[src/rtl/divide8_signed_seq.sv]
// rtl/divide8_signed_seq.sv - 16/8 signed restoring divider, fixed 18-cycle start/done handshake
// Quotient truncates toward zero and saturates; remainder follows the dividend sign.
module divide8_signed_seq (
  input  logic        clk,
  input  logic        rst_n,
  input  logic        start,
  input  logic [15:0] dividend,
  input  logic [7:0]  divisor_b,
  output logic [7:0]  quotient,
  output logic [7:0]  remainder,
  output logic        busy,
  output logic        done,
  output logic        overflow,
  output logic        div_by_zero
);

  typedef enum logic [1:0] {S_IDLE, S_CALC, S_FIX} state_t;

  state_t      r_state;
  logic [15:0] r_dvd_sh;
  logic [7:0]  r_dvs_mag;
  logic [7:0]  r_rem;
  logic [15:0] r_quo;
  logic [4:0]  r_cnt;
  logic        r_sign_q;
  logic        r_sign_r;
  logic        r_zero;
  logic [7:0]  r_dvd_lo;

  // A 16-bit unsigned magnitude already holds 32768, the only value needing a 17th signed bit.
  logic [15:0] w_dvd_mag;
  logic [7:0]  w_dvs_mag;
  logic [8:0]  w_trial;
  logic        w_ge;
  logic [7:0]  w_diff;
  logic        w_ovf;
  logic [7:0]  w_q_neg;
  logic [7:0]  w_rem_neg;

  assign w_dvd_mag = dividend[15]  ? (~dividend + 16'd1) : dividend;
  assign w_dvs_mag = divisor_b[7]  ? (~divisor_b + 8'd1) : divisor_b;

  // Partial remainder stays below |divisor| <= 128, so the difference always fits in 8 bits.
  assign w_trial   = {r_rem, r_dvd_sh[15]};
  assign w_ge      = (w_trial >= {1'b0, r_dvs_mag});
  assign w_diff    = w_trial[7:0] - r_dvs_mag;

  assign w_ovf     = r_sign_q ? (r_quo > 16'd128) : (r_quo > 16'd127);
  assign w_q_neg   = ~r_quo[7:0] + 8'd1;
  assign w_rem_neg = ~r_rem + 8'd1;

  always_ff @(posedge clk or negedge rst_n) begin
    if (!rst_n) begin
      r_state     <= S_IDLE;
      r_dvd_sh    <= 16'd0;
      r_dvs_mag   <= 8'd0;
      r_rem       <= 8'd0;
      r_quo       <= 16'd0;
      r_cnt       <= 5'd0;
      r_sign_q    <= 1'b0;
      r_sign_r    <= 1'b0;
      r_zero      <= 1'b0;
      r_dvd_lo    <= 8'd0;
      quotient    <= 8'd0;
      remainder   <= 8'd0;
      busy        <= 1'b0;
      done        <= 1'b0;
      overflow    <= 1'b0;
      div_by_zero <= 1'b0;
    end else begin
      done <= 1'b0;
      case (r_state)
        S_IDLE: begin
          if (start) begin
            r_dvd_sh  <= w_dvd_mag;
            r_dvs_mag <= w_dvs_mag;
            r_sign_q  <= dividend[15] ^ divisor_b[7];
            r_sign_r  <= dividend[15];
            r_zero    <= (divisor_b == 8'd0);
            r_dvd_lo  <= dividend[7:0];
            r_rem     <= 8'd0;
            r_quo     <= 16'd0;
            r_cnt     <= 5'd16;
            busy      <= 1'b1;
            r_state   <= S_CALC;
          end
        end
        S_CALC: begin
          r_dvd_sh <= {r_dvd_sh[14:0], 1'b0};
          r_rem    <= w_ge ? w_diff : w_trial[7:0];
          r_quo    <= {r_quo[14:0], w_ge};
          r_cnt    <= r_cnt - 5'd1;
          if (r_cnt == 5'd1) begin
            r_state <= S_FIX;
          end
        end
        S_FIX: begin
          if (r_zero) begin
            quotient    <= r_sign_r ? 8'h80 : 8'h7F;
            remainder   <= r_dvd_lo;
            overflow    <= 1'b0;
            div_by_zero <= 1'b1;
          end else begin
            if (w_ovf) begin
              quotient <= r_sign_q ? 8'h80 : 8'h7F;
            end else begin
              quotient <= r_sign_q ? w_q_neg : r_quo[7:0];
            end
            remainder   <= r_sign_r ? w_rem_neg : r_rem;
            overflow    <= w_ovf;
            div_by_zero <= 1'b0;
          end
          busy    <= 1'b0;
          done    <= 1'b1;
          r_state <= S_IDLE;
        end
        default: r_state <= S_IDLE;
      endcase
    end
  end

endmodule

[config.mk]
export PLATFORM = sky130hd
export DESIGN_NAME = divide8_signed_seq
export DESIGN_NICKNAME = d
export VERILOG_FILES = /design/src/rtl/divide8_signed_seq.sv
export SDC_FILE = /design/constraint.sdc
export NUM_CORES = 1
export LEC_CHECK = 0
export CORE_AREA = 2 2 111 113
export CTS_CLUSTER_SIZE = 8
export DETAILED_ROUTE_END_ITERATION = 8
export DIE_AREA = 0 0 113 115
export PLACE_DENSITY_LB_ADDON = 0.15
export SLEW_MARGIN = 20
export SYNTH_ARGS = -nofsm -noshare
export SYNTH_HDL_FRONTEND = slang
export SYNTH_SLANG_ARGS = --single-unit
[constraint.sdc]
create_clock -name clk -period 2.6 [get_ports clk]
set_clock_uncertainty 0.1 [all_clocks]
set_input_delay 0.78 -clock clk [delete_from_list [all_inputs] [get_ports clk]]
set_output_delay 0.78 -clock clk [all_outputs]
set_load 0.03 [all_outputs]
==> out/results.ini <==
[timing]
setup_tns_ps=0
fin_crit_sh_pct=92.2
hold_viol=0
fin_crit_ps=2400
slew_headroom_pct=50.6
hold_ws_ps=300
worst_pin_slew_ps=740
fmax_mhz=417
worst_slack_ps=202
rsz0062_at_grt=no
final-setup-viol-count=0
drv_slew=0

[global_routing]
grt_pass1_wl_um=18500
antenna_found_initial=0
grt.overflow.total=0
track_usage_pct=18.0
grt_max_degree=43
grt_pass1_vias=3720

[setup_path]
worst_setup_path_start_kind=input pin
crit_path_end_kind=flop
path_buf_inv=2
cpLargestDelayFamily=buffers and inverters
slowest_delay_ps=420
critPathKind=input pin to flop
critPathSlowestCell=clkdlybuf4s50_1
crit_fanout=3
cp.required_ps=2730
arrival_ps=2530
path_cells=clkdlybuf4s50_1 -> nor4_1 -> buf_4 -> nand4_1 -> o41ai_1 -> xor2_1 -> o21ai_0

[power]
leakage_nw=2.63
vdd_drop_max_mv=0.435
power.density_nw_per_um2=1260
power_mw=7.33

[synth]
synth_nets=554
synth_area_um2=4650
yosysMostFrequentCell=dfrtp_1
synth-async-reset-ratio_pct=100
synthTopCellsByArea=dfrtp_1 (46%), nand2_1 (6.5%), o21ai_0 (5.0%)
ys.flop_type=dfrtp_1
synth_edf_count=0
ys_warn_count=0
synth.distinct_cells=53
yosys.area.top_type_share_pct=46.3
netlist.top_cell.by_area=dfrtp_1
syn-mean-instance-area_um2=9.07
synth.yosys.seq_area_share_pct=46.3
synth.ff_latch_count=86
synth_common_cells=dfrtp_1 (86), nand2_1 (80), o21ai_0 (46)
synth_cells=512

[clock_network]
clk_latency_ps=350
numCtsBuffers=9
ctsHoldBuffers=0
clk_transition_reported_paths_ps=60
cts_sinks=86
cts_buffer_depth=2
cts_root_buffer=clkbuf_16
tritoncts=built
cts_max_level=3

[route]
via_count=3854
ant_nets=0
drtIter0Drc=246
via_per_inst=5.30
dr.pass1.iters=8
wirelength_um=10900
drcViolationCount=1
wl_per_cell_um=15.0

[outcome]
violations=design-rule violations
run_status=finished, violations left

[floorplan]
num_io_pins=47
die_w_um=113
die_h_um=115
rows=40
coreArea_um2=11800
die-area_um2=13000
start_util_pct=39.3

[placement]
io_buffer_count=46
dp_slack_ps=-255
gp_congestion=0.785
post_dp_cell_area_um2=5470
dp_hpwl_um=7920

[cells_and_area]
syn_to_final_growth_pct=25.0
finalNetCount=617
drive_above_1_share_pct=10.0
final_area_um2=5810
antennaDiodeCount=0

[job]
drv_cap=0

[min_path]
hp-class=input pin to asynchronous set/reset pin

==> cells in the final DEF (no fill, tap or decap), types with 4 or more instances in the layout <==
cell / count
mux2i_1: 12
a211oi_1: 4
nand2_1: 80
nor2_1: 19
ha_1: 14
or3_1: 7
inv_1: 25
buf_4: 32
nand3b_1: 4
a22oi_1: 13
nor4_1: 5
dfrtp_1: 86
clkdlybuf4s50_1: 45
o21ai_1: 14
o21ai_0: 46
clkbuf_16: 9
xor2_1: 25
xnor2_1: 6
o311ai_1: 4
a21oi_1: 22
o31ai_1: 8
a21o_1: 4
nor3_1: 8
nand3_1: 30
nand2b_1: 6
nor2b_1: 5
==> where the power goes <==
group	leakage (nW)	internal, mW	switching (mW)
clock network	0.156	0.869	0.533
registers	1.09	1.93	0.541
logic	1.38	1.51	1.94
total	2.62	4.32	3.01
==> metrics by stage <==
step                      instances  utilization [%]
after global placement          711             46.3
after floorplan                 512                -
after CTS                       727             49.1
after global routing            727             49.2
after detailed placement        711             46.3
final                           727             49.2
==> cell families (layout without fill, tap and decap cells) <==
kind of cell	after synthesis	count (layout)	synth area share, %
AND/OR/NAND/NOR	178	178	18.0
AO/OA/AOI/OAI	137	137	18.6
flip-flops	86	86	46.3
buffers and inverters	53	121	4.39
XOR/XNOR	31	31	5.84
adder cells (fa/ha/maj)	15	15	4.20
multiplexers	12	12	2.59
==> final cells by class <==
cell class | count | area (µm²)
Fill cell | 1133 | 6000
Multi-Input combinational cell | 373 | 2300
Sequential cell | 86 | 2150
Timing Repair Buffer | 80 | 751
Clock buffer | 11 | 243
Tap cell | 147 | 184
Inverter | 25 | 93.8
Clock inverter | 5 | 81.3
==> sequential cells by signal (all words and copies together) (netlist names) <==
register,flops
r_sign_q,1
r_cnt,5
overflow,1
r_state,2
remainder,8
r_dvd_lo,8
busy,1
r_rem,8
r_zero,1
r_quo,16
div_by_zero,1
r_dvs_mag,8
r_dvd_sh,16
r_sign_r,1
done,1
quotient,8
==> worst paths after layout <==
kind	end	startpoint	slack, ps	cells after the start
max	r_dvd_sh[11]	dividend[6]	200	7
min	r_quo[14]	rst_n	300	1
max reg2reg	r_rem[1]	r_rem[4]	270	8
min reg2reg	r_dvs_mag[5]	r_dvs_mag[5]	380	2
max in group asynchronous	r_dvd_sh[9]	rst_n	1500	2
min in group clk	r_dvs_mag[5]	r_dvs_mag[5]	380	2
==> routing by layer <==
layer / wire (µm) / GRT usage, %
met5: 0 / 0
met3: 400 / 5.06
met1: 5110 / 23.2
met2: 5230 / 29.8
met4: 155 / 5.12
==> what timing repair did <==
| action | 4_1_cts | 5_1_grt |
|---|---|---|
| resized for setup | 0 | 1 |
| setup endpoints to repair | 0 | 1 |
| buffers inserted | 0 | 0 |
Power figures use the tool's default switching activity.
